<file path="config.mk">
export PLATFORM = sky130hd
export DESIGN_NAME = weight_bram_sequencer_flat
export DESIGN_NICKNAME = d
export VERILOG_FILES = /design/src/rtl/weight_bram_sequencer_if.sv /design/src/rtl/weight_bram_sequencer.sv /design/src/flat_wrapper.sv
export SDC_FILE = /design/constraint.sdc
export NUM_CORES = 1
export LEC_CHECK = 0
export CAP_MARGIN = 40
export CORE_MARGIN = 3
export CORE_UTILIZATION = 50
export CTS_CLUSTER_DIAMETER = 30
export DETAILED_ROUTE_END_ITERATION = 8
export PLACE_DENSITY_LB_ADDON = 0.05
export SLEW_MARGIN = 25
export SYNTH_ARGS = -nofsm -noshare
export SYNTH_HDL_FRONTEND = slang
export SYNTH_SLANG_ARGS = --single-unit
</file>
<file path="constraint.sdc">
create_clock -name CLK -period 4 [get_ports CLK]
set_clock_uncertainty 0.2 [all_clocks]
set_input_delay 0.8 -clock CLK [delete_from_list [all_inputs] [get_ports CLK]]
set_output_delay 0.8 -clock CLK [all_outputs]
set_load 0.05 [all_outputs]
</file>
<file path="src/rtl/weight_bram_sequencer_if.sv">
// Handshake, BRAM and MAC-side signals of the weight sequencer.
// CHECKSUM exists only when WEIGHT_SEQ_CHECKSUM_EN is defined.
interface weight_bram_sequencer_if #(
   parameter int AW = 5,
   parameter int DW = 16
);
   logic          START;
   logic          LOAD_REQ;
   logic [DW-1:0] LOAD_DATA;
   logic          LOAD_VALID;
   logic          LOAD_READY;
   logic [AW-1:0] BRAM_ADDR;
   logic [DW-1:0] BRAM_DI;
   logic          BRAM_EN;
   logic          BRAM_WE;
   logic [DW-1:0] BRAM_DO;
   logic [DW-1:0] W_DATA;
   logic [AW-1:0] W_INDEX;
   logic          W_LAST;
   logic          W_VALID;
   logic          W_READY;
   logic          BUSY;
   logic          DONE;
`ifdef WEIGHT_SEQ_CHECKSUM_EN
   logic [DW-1:0] CHECKSUM;
`endif

   modport master (
      input  START, LOAD_REQ, LOAD_DATA, LOAD_VALID, BRAM_DO, W_READY,
      output LOAD_READY, BRAM_ADDR, BRAM_DI, BRAM_EN, BRAM_WE,
             W_DATA, W_INDEX, W_LAST, W_VALID, BUSY, DONE
`ifdef WEIGHT_SEQ_CHECKSUM_EN
      , output CHECKSUM
`endif
   );

   modport slave (
      output START, LOAD_REQ, LOAD_DATA, LOAD_VALID, BRAM_DO, W_READY,
      input  LOAD_READY, BRAM_ADDR, BRAM_DI, BRAM_EN, BRAM_WE,
             W_DATA, W_INDEX, W_LAST, W_VALID, BUSY, DONE
`ifdef WEIGHT_SEQ_CHECKSUM_EN
      , input CHECKSUM
`endif
   );
endinterface

</file>
<file path="src/rtl/weight_bram_sequencer.sv">
// Load/run controller for one neuron's single-port weight BRAM feeding the MAC.
// Optional WEIGHT_SEQ_CHECKSUM_EN adds a per-pass mod-2^DW CHECKSUM output.
module weight_bram_sequencer #(
   parameter int DEPTH = 28,
   parameter int AW    = 5,
   parameter int DW    = 16
) (
   input  logic                    CLK,
   input  logic                    RSTN,
   weight_bram_sequencer_if.master bus
);
   typedef enum logic [1:0] {IDLE, LOAD, RUN, DRAIN} state_t;

   // one spare bit so the counter can reach DEPTH even when DEPTH == 2**AW
   localparam int            CW   = AW + 1;
   localparam logic [CW-1:0] LAST = CW'(DEPTH - 1);
   localparam logic [CW-1:0] FULL = CW'(DEPTH);

   state_t             state, state_n;
   logic [CW-1:0]      cnt;
   logic               issue, wr, done_n, load_ready;
   logic               bram_en, bram_we, done;
   logic [AW-1:0]      bram_addr;
   logic [DW-1:0]      bram_di;
   logic               inflight;
   logic [AW-1:0]      inflight_idx;
   logic [1:0][DW-1:0] buf_data;
   logic [1:0][AW-1:0] buf_idx;
   logic               rd_ptr, wr_ptr;
   logic [1:0]         buf_cnt;
   logic               w_valid, push, pop;
   logic [2:0]         occ_after;

   assign w_valid = (buf_cnt != 2'd0);
   assign push    = inflight;
   assign pop     = w_valid && bus.W_READY;
   // occupancy once this cycle's pop and the in-flight capture have landed
   assign occ_after = {1'b0, buf_cnt} - {2'b0, pop} + {2'b0, inflight};

   always_ff @(posedge CLK or negedge RSTN) begin
      if (!RSTN) state <= IDLE;
      else       state <= state_n;
   end

   always_comb begin
      state_n    = state;
      issue      = 1'b0;
      wr         = 1'b0;
      done_n     = 1'b0;
      load_ready = 1'b0;
      case (state)
         IDLE: begin
            if (bus.LOAD_REQ) begin
               state_n = LOAD;
            end else if (bus.START) begin
               // address 0 is issued straight away so data lands 2 cycles after START
               issue   = 1'b1;
               state_n = (DEPTH == 1) ? DRAIN : RUN;
            end
         end
         LOAD: begin
            if (cnt == FULL) begin
               state_n = IDLE;
               done_n  = 1'b1;
            end else begin
               load_ready = 1'b1;
               wr         = bus.LOAD_VALID;
            end
         end
         RUN: begin
            if (occ_after < 3'd2) begin
               issue = 1'b1;
               if (cnt == LAST) state_n = DRAIN;
            end
         end
         DRAIN: begin
            if (occ_after == 3'd0) begin
               state_n = IDLE;
               done_n  = 1'b1;
            end
         end
         default: state_n = IDLE;
      endcase
   end

   always_ff @(posedge CLK or negedge RSTN) begin
      if (!RSTN) begin
         bram_en      <= 1'b0;
         bram_we      <= 1'b0;
         bram_addr    <= '0;
         bram_di      <= '0;
         cnt          <= '0;
         inflight     <= 1'b0;
         inflight_idx <= '0;
         done         <= 1'b0;
         buf_data     <= '0;
         buf_idx      <= '0;
         rd_ptr       <= 1'b0;
         wr_ptr       <= 1'b0;
         buf_cnt      <= 2'd0;
      end else begin
         bram_en  <= issue | wr;
         bram_we  <= wr;
         done     <= done_n;
         inflight <= issue;
         if (issue | wr) bram_addr <= cnt[AW-1:0];
         if (wr)         bram_di   <= bus.LOAD_DATA;
         if (issue)      inflight_idx <= cnt[AW-1:0];
         if (done_n)            cnt <= '0;
         else if (issue | wr)   cnt <= cnt + 1'b1;
         if (push) begin
            buf_data[wr_ptr] <= bus.BRAM_DO;
            buf_idx[wr_ptr]  <= inflight_idx;
            wr_ptr           <= ~wr_ptr;
         end
         if (pop) rd_ptr <= ~rd_ptr;
         buf_cnt <= buf_cnt + {1'b0, push} - {1'b0, pop};
      end
   end

   assign bus.LOAD_READY = load_ready;
   assign bus.BRAM_EN    = bram_en;
   assign bus.BRAM_WE    = bram_we;
   assign bus.BRAM_ADDR  = bram_addr;
   assign bus.BRAM_DI    = bram_di;
   assign bus.W_VALID    = w_valid;
   assign bus.W_DATA     = buf_data[rd_ptr];
   assign bus.W_INDEX    = buf_idx[rd_ptr];
   assign bus.W_LAST     = w_valid && (buf_idx[rd_ptr] == AW'(DEPTH - 1));
   assign bus.BUSY       = (state != IDLE);
   assign bus.DONE       = done;

`ifdef WEIGHT_SEQ_CHECKSUM_EN
   logic [DW-1:0] csum;

   always_ff @(posedge CLK or negedge RSTN) begin
      if (!RSTN)
         csum <= '0;
      else if (state == IDLE && state_n != IDLE)
         csum <= '0;
      else
         csum <= csum + (wr ? bus.LOAD_DATA : DW'(0)) + (pop ? buf_data[rd_ptr] : DW'(0));
   end

   assign bus.CHECKSUM = csum;
`endif
endmodule

</file>
<file path="src/flat_wrapper.sv">
// flat-port wrapper written by rule: the top's interface ports become plain ports
module weight_bram_sequencer_flat 
#(
   parameter int DEPTH = 28,
   parameter int AW    = 5,
   parameter int DW    = 16
)
  (CLK, RSTN, bus_START, bus_LOAD_REQ, bus_LOAD_DATA, bus_LOAD_VALID, bus_BRAM_DO, bus_W_READY, bus_LOAD_READY, bus_BRAM_ADDR, bus_BRAM_DI, bus_BRAM_EN, bus_BRAM_WE, bus_W_DATA, bus_W_INDEX, bus_W_LAST, bus_W_VALID, bus_BUSY, bus_DONE);
  weight_bram_sequencer_if #(.AW(AW), .DW(DW)) bus_i ();
  input  logic CLK;
  input  logic RSTN;
  input wire logic [$bits(bus_i.START)-1:0] bus_START;
  input wire logic [$bits(bus_i.LOAD_REQ)-1:0] bus_LOAD_REQ;
  input wire logic [$bits(bus_i.LOAD_DATA)-1:0] bus_LOAD_DATA;
  input wire logic [$bits(bus_i.LOAD_VALID)-1:0] bus_LOAD_VALID;
  input wire logic [$bits(bus_i.BRAM_DO)-1:0] bus_BRAM_DO;
  input wire logic [$bits(bus_i.W_READY)-1:0] bus_W_READY;
  output wire logic [$bits(bus_i.LOAD_READY)-1:0] bus_LOAD_READY;
  output wire logic [$bits(bus_i.BRAM_ADDR)-1:0] bus_BRAM_ADDR;
  output wire logic [$bits(bus_i.BRAM_DI)-1:0] bus_BRAM_DI;
  output wire logic [$bits(bus_i.BRAM_EN)-1:0] bus_BRAM_EN;
  output wire logic [$bits(bus_i.BRAM_WE)-1:0] bus_BRAM_WE;
  output wire logic [$bits(bus_i.W_DATA)-1:0] bus_W_DATA;
  output wire logic [$bits(bus_i.W_INDEX)-1:0] bus_W_INDEX;
  output wire logic [$bits(bus_i.W_LAST)-1:0] bus_W_LAST;
  output wire logic [$bits(bus_i.W_VALID)-1:0] bus_W_VALID;
  output wire logic [$bits(bus_i.BUSY)-1:0] bus_BUSY;
  output wire logic [$bits(bus_i.DONE)-1:0] bus_DONE;
  assign bus_i.START = bus_START;
  assign bus_i.LOAD_REQ = bus_LOAD_REQ;
  assign bus_i.LOAD_DATA = bus_LOAD_DATA;
  assign bus_i.LOAD_VALID = bus_LOAD_VALID;
  assign bus_i.BRAM_DO = bus_BRAM_DO;
  assign bus_i.W_READY = bus_W_READY;
  assign bus_LOAD_READY = bus_i.LOAD_READY;
  assign bus_BRAM_ADDR = bus_i.BRAM_ADDR;
  assign bus_BRAM_DI = bus_i.BRAM_DI;
  assign bus_BRAM_EN = bus_i.BRAM_EN;
  assign bus_BRAM_WE = bus_i.BRAM_WE;
  assign bus_W_DATA = bus_i.W_DATA;
  assign bus_W_INDEX = bus_i.W_INDEX;
  assign bus_W_LAST = bus_i.W_LAST;
  assign bus_W_VALID = bus_i.W_VALID;
  assign bus_BUSY = bus_i.BUSY;
  assign bus_DONE = bus_i.DONE;
  weight_bram_sequencer #(.DEPTH(DEPTH), .AW(AW), .DW(DW)) u_core (.CLK(CLK), .RSTN(RSTN), .bus(bus_i));
endmodule
</file>
# [Word level (Yosys, flattened, before mapping)]
# Cells that the tools add are included.
[totals] regBits=84 in_bits=38 wordCells=78
[classes] addsub=5 n_lt_le_gt_ge=4 n_eq_ne=11 muxes=30 bitwise_logic=3 n_reduce_logical=9
[ops] op="$mux 16" n=3
[ops] op="$bwmux 32" n=1
[ops] op="$demux 16 s1" n=1
[ops] op="$mux 5" n=3
[ops] op="$eq 6x5->1 const B" n=2
[ops] op="$mux 2" n=6
[ops] op="$mux 6" n=2
[ops] op="$bwmux 10" n=1
[ops] op="$mux 1" n=9
[ops] op="$ne 2x1->1 const B" n=4
[ops] op="$pmux 2 s4" n=1
[ops] op="$add 6x1->6 const B" n=1
[ops] op="$reduce_bool 2->1" n=3
[ops] op="$demux 5 s1" n=1
[ops] op="$eq 5x5->1 const B" n=1
[ops] op="$reduce_and 5->1" n=1
[ops] op="$eq 2x2->1 const B" n=2
[ops] op="$lt 1x2->1 const B" n=2
[ops] op="$pmux 1 s2" n=2
[ops] op="$add 3x1->3" n=1
[ops] op="$logic_and 1x1->1" n=3
[ops] op="$logic_not 3->1" n=1
[ops] op="$lt 3x2->1 const B" n=1
[ops] op="$ne 3x3->1 const B" n=1
[ops] op="8 further kinds" n=9

# [Logic depth before layout (Yosys ltp)]
[depth] word_depth=10 mapped_depth=13 ltp_nobuf=12

# [Least setup slack after synthesis]
# OpenSTA, ideal clock, no wires.
[synth_timing] path_kind="reg2out" startpoint="register u_core.rd_ptr" endpoint="output bus_W_LAST" arrival_ns=2.791 t_required_ns=3.000 slack_ns=0.209 path_stages_with_launch=4 n_path_buf=1 cell_sequence="dfrtp_1 -> buf_2 -> mux2_2 -> nor4b_1"
[synth_via] elab_chain_len=4
[synth_lines] element="from (decl)" line="weight_bram_sequencer.sv:29" text="logic rd_ptr, wr_ptr;"
[synth_lines] element="from (signal assigned)" line="weight_bram_sequencer.sv:116" text="if (pop) rd_ptr <= ~rd_ptr;"
[synth_lines] element="$mux 5 (2 in series)"
[synth_lines] element="via bus_W_INDEX[2]" line="flat_wrapper.sv:24" text="output wire logic [$bits(bus_i.W_INDEX)-1:0] bus_W_INDEX;"
[synth_lines] element="$eq 5x5->1" line="weight_bram_sequencer.sv:129" text="assign bus.W_LAST = w_valid && (buf_idx[rd_ptr] == AW'(DEPTH - 1));"
[synth_lines] element="$logic_and 1x1->1" line="weight_bram_sequencer.sv:129"
[synth_lines] element="to (decl)" line="flat_wrapper.sv:25" text="output wire logic [$bits(bus_i.W_LAST)-1:0] bus_W_LAST;"
# The timed path passes the listed nets, and every way through them passes these cells. The select of a mux whose other input is x is not followed.

# [Worst setup path in the final report]
[layout_timing] startpoint="input bus_W_READY" endpoint="register u_core.bram_addr[2], in the netlist u_core.bus.BRAM_ADDR[2]"
[layout_via] elab_chain_len=7
[layout_lines] element="from (decl)" line="flat_wrapper.sv:17" text="input wire logic [$bits(bus_i.W_READY)-1:0] bus_W_READY;"
[layout_lines] element="$logic_and 1x1->1" line="weight_bram_sequencer.sv:36" text="assign pop = w_valid && bus.W_READY;"
[layout_lines] element="via u_core.pop" line="weight_bram_sequencer.sv:31" text="logic w_valid, push, pop;"
[layout_lines] element="$sub 2x1->3" line="weight_bram_sequencer.sv:38" text="assign occ_after = {1'b0, buf_cnt} - {2'b0, pop} + {2'b0, inflight};"
[layout_lines] element="$add 3x1->3" line="weight_bram_sequencer.sv:38"
[layout_lines] element="$lt 3x2->1" line="weight_bram_sequencer.sv:71" text="if (occ_after < 3'd2) begin"
[layout_lines] element="$mux 1" line="weight_bram_sequencer.sv:71"
[layout_lines] element="$pmux 1 s2" line="weight_bram_sequencer.sv:51" text="case (state)"
[layout_lines] element="$or 1x1->1" line="weight_bram_sequencer.sv:106" text="if (issue | wr) bram_addr <= cnt[AW-1:0];"
[layout_lines] element="to (signal assigned)" line="weight_bram_sequencer.sv:106"
[layout_lines] element="to (decl)" line="weight_bram_sequencer.sv:23" text="logic [AW-1:0] bram_addr;"
# The timed path passes the listed nets, and every way through them passes these cells.
# A chain may end at the register's enable or synchronous reset.

==> results_dict.tcl <==
set metrics [dict create \
    yosysUniqueCellTypes 42 \
    viasPerCell 5.088 \
    synth_flop_cell "dfrtp_1" \
    antenna_cells 0 \
    synth_area_leader_cell "dfrtp_1" \
    yosysWarnings 0 \
    vias 2259 \
    ctsHtreeMaxLevel 3 \
    dp_hpwl_microns 4846 \
    io_pins 87 \
    fin_util_pct 69.15 \
    drt_iter0_drc 44 \
    drc 0 \
    initial_core_util_pct 52.67 \
    synth_area_leaders "dfrtp_1 57%, mux2_2 26%, ha_1 1.4%, buf_6 1.2%, nand2_1 1.2%" \
    hold_class "primary input to async pin" \
    cp.arrival_ps 3530 \
    drv_slew 0 \
    die_area_sq_um 8377 \
    drt_wl_total_microns 6846 \
    syn_nets 297 \
    die_y_microns 91.53 \
    path_max_fanout 10 \
    grt_max_degree 46 \
    port_buffers 86 \
    cts-root-buf "clkbuf_8" \
    post_drt_wl_per_cell_microns 15.42 \
    cp_slowest_stage_delay_ps 510 \
    postSynth.asyncResetShare_pct 100.0 \
    worst_slew_pin_slew_ps 702.4 \
    synth_common_cells "86 x mux2_2, 84 x dfrtp_1, 12 x nand2_1" \
    die_w_microns 91.53 \
    synth_area_per_cell_sq_um 14.40 \
    gp_congestion 0.7576 \
    num-fill-cells 517 \
    synth_cells 254 \
    crit_chain "clkdlybuf4s50_1 > and2_1 > ha_1 > inv_1 > ha_1 > fa_1 > xnor2_2 > o32a_2 > nand2b_4 > mux2_2" \
    cp.required_ps 4020 \
    fin_setup_tns_ps 0 \
    wl_met1_microns 2987 \
    finalWorstPathRequiredPeriod_ps 3506 \
    postRouteAntennaNets 0 \
    cts_made_buffers 9 \
    drt_pass1_iterations 4 \
    yosysSeqAreaShare_pct 57.48 \
    top_layer_used "met4" \
    startpoint_type "primary input" \
    yosysTopAreaCellShare_pct 57.48 \
    clock-sinks 84 \
    timing.final.crit_share_pct 87.64 \
    worst_slack_ps 494.3 \
    ys_ff_latch 84 \
    fmax_mhz 285.3 \
    grt_first_pass_wirelength_microns 11760 \
    antenna_found_initial 0 \
    hold_viol 0 \
    synth_most_common_cell "mux2_2" \
    area_delta_synth_final_pct 31.30 \
    cp_slowest_cell "o32a_2" \
    dp_slack_ps 125.1 \
    rsz0062_at_grt "false" \
    row_count 30 \
    cts_resized 0 \
    cts.hold.buffers_added 0 \
    status "complete, no violations" \
    final_net_count 387 \
    setup-violations-final 0 \
    max-cap-violations 0 \
    cp_common_cell "ha_1" \
    grt-ovfl-total 0 \
    synth_enable_flop_cells 0 \
    setup.worst_path.class "primary input to flop" \
    syn_area_sq_um 3657 \
    wl_met2_microns 3437 \
    maxSlewHeadroom_pct 53.03 \
    core_area_sq_um 6944 \
    post-cts-setup-buffer-count 0 \
    clk_pin_slew_worst_paths_ps 80 \
    clk_latency_ps 340 \
    grt_pass1_vias 2362 \
    met3_length_microns 323 \
    cp-end-kind "flop" \
    track_usage_pct 17.84 \
    tritoncts "built" \
    drive_gt1_share_pct 34.20 \
    cts_buffer_depth 2 \
]
## worst max-delay path: cells and delay by family
| family | cells | cell delay [ps] |
|---|---|---|
| xor+xnor | 1 | 170 |
| fa+ha+maj | 3 | 910 |
| buf+inv | 2 | 430 |
| mux | 1 | 360 |
| compound gates | 1 | 510 |
| simple gates | 2 | 360 |
## per-layer routing
metal  track usage, %  vias up
met1            22.44     1126
met3            3.894       10
li1                 -     1077
met5                0        -
met4            8.166        0
met2            29.34       46
## metrics by stage
stage	hold WS (ps)	cell area (sq um)	instances
6_report	228.8	4802	444
5_1_grt	258.1	4802	444
4_1_cts	236.2	4802	444
3_5_place_dp	263.0	4633	429
3_3_place_gp	263.7	4586	427
2_1_floorplan	261.3	3657	254
## cells by family (layout without fill, tap and decap cells)
kind of cell | count (synthesis) | after routing | synth area share [%]
muxes | 88 | 88 | 27.03
DFF | 84 | 84 | 57.48
and+or+nand+nor | 38 | 38 | 5.953
buffers and inverters | 20 | 114 | 3.319
AOI/OAI and AO/OA | 14 | 14 | 2.908
adders and majority gates | 5 | 5 | 1.916
xor gates and xnor gates | 5 | 5 | 1.403
## placed cells by master, fill, tap and decap left out, types with 2 or more instances in the layout
master | synthesis | final
ha_1 | 4 | 4
clkdlybuf4s50_1 | 0 | 84
inv_1 | 7 | 7
nor4b_1 | 2 | 2
clkbuf_8 | 0 | 11
nor4_1 | 2 | 2
nor2_1 | 5 | 4
mux2i_1 | 2 | 2
xor2_1 | 3 | 3
dfrtp_1 | 84 | 84
mux2_2 | 86 | 86
o21ai_0 | 4 | 4
nor3_1 | 2 | 2
nand3_1 | 2 | 2
and2_1 | 2 | 2
clkinv_2 | 0 | 2
buf_4 | 0 | 5
or2_2 | 2 | 2
clkbuf_1 | 2 | 2
nand2_1 | 12 | 12
## final cells by class
cell class	count	area (sq um)	share of cell area, %
Clock inverter	2	10.01	0.2084
Multi-Input combinational cell	150	1448	30.15
Inverter	8	42.54	0.8859
Timing Repair Buffer	91	920.9	19.18
Sequential cell	84	2102	43.77
Tap cell	96	120.1	2.501
Clock buffer	13	158.9	3.309
## flip-flops by register name (all words and copies together) (netlist names)
register              flops
u_core.inflight           1
u_core.buf_data          32
u_core.bus.BRAM_ADDR      5
u_core.inflight_idx       5
u_core.bus.BRAM_EN        1
u_core.state              2
u_core.buf_idx           10
u_core.rd_ptr             1
u_core.buf_cnt            2
u_core.cnt                6
u_core.bus.DONE           1
u_core.bus.BRAM_WE        1
u_core.wr_ptr             1
u_core.bus.BRAM_DI       16
## final timing paths
| path | endpoint | slack [ps] | depth (start not counted) | startpoint |
|---|---|---|---|---|
| hold / removal | u_core.bus.BRAM_DI[13]$_DFFE_PN0P_ | 230 | 1 | RSTN |
| min in group CLK | u_core.rd_ptr$_DFFE_PN0P_ | 270 | 1 | u_core.rd_ptr$_DFFE_PN0P_ |
| hold reg to reg | u_core.rd_ptr$_DFFE_PN0P_ | 270 | 1 | u_core.rd_ptr$_DFFE_PN0P_ |
| setup reg to reg | u_core.bus.BRAM_ADDR[2]$_DFFE_PN0P_ | 560 | 10 | u_core.buf_cnt[1]$_DFF_PN0_ |
| max in group asynchronous | u_core.state[0]$_DFFE_PN0P_ | 2780 | 2 | RSTN |
| setup / recovery | u_core.bus.BRAM_ADDR[2]$_DFFE_PN0P_ | 490 | 10 | bus_W_READY |
Power is not shown: default switching activity piles up to over one toggle a cycle in this logic, so the estimate is an artifact.
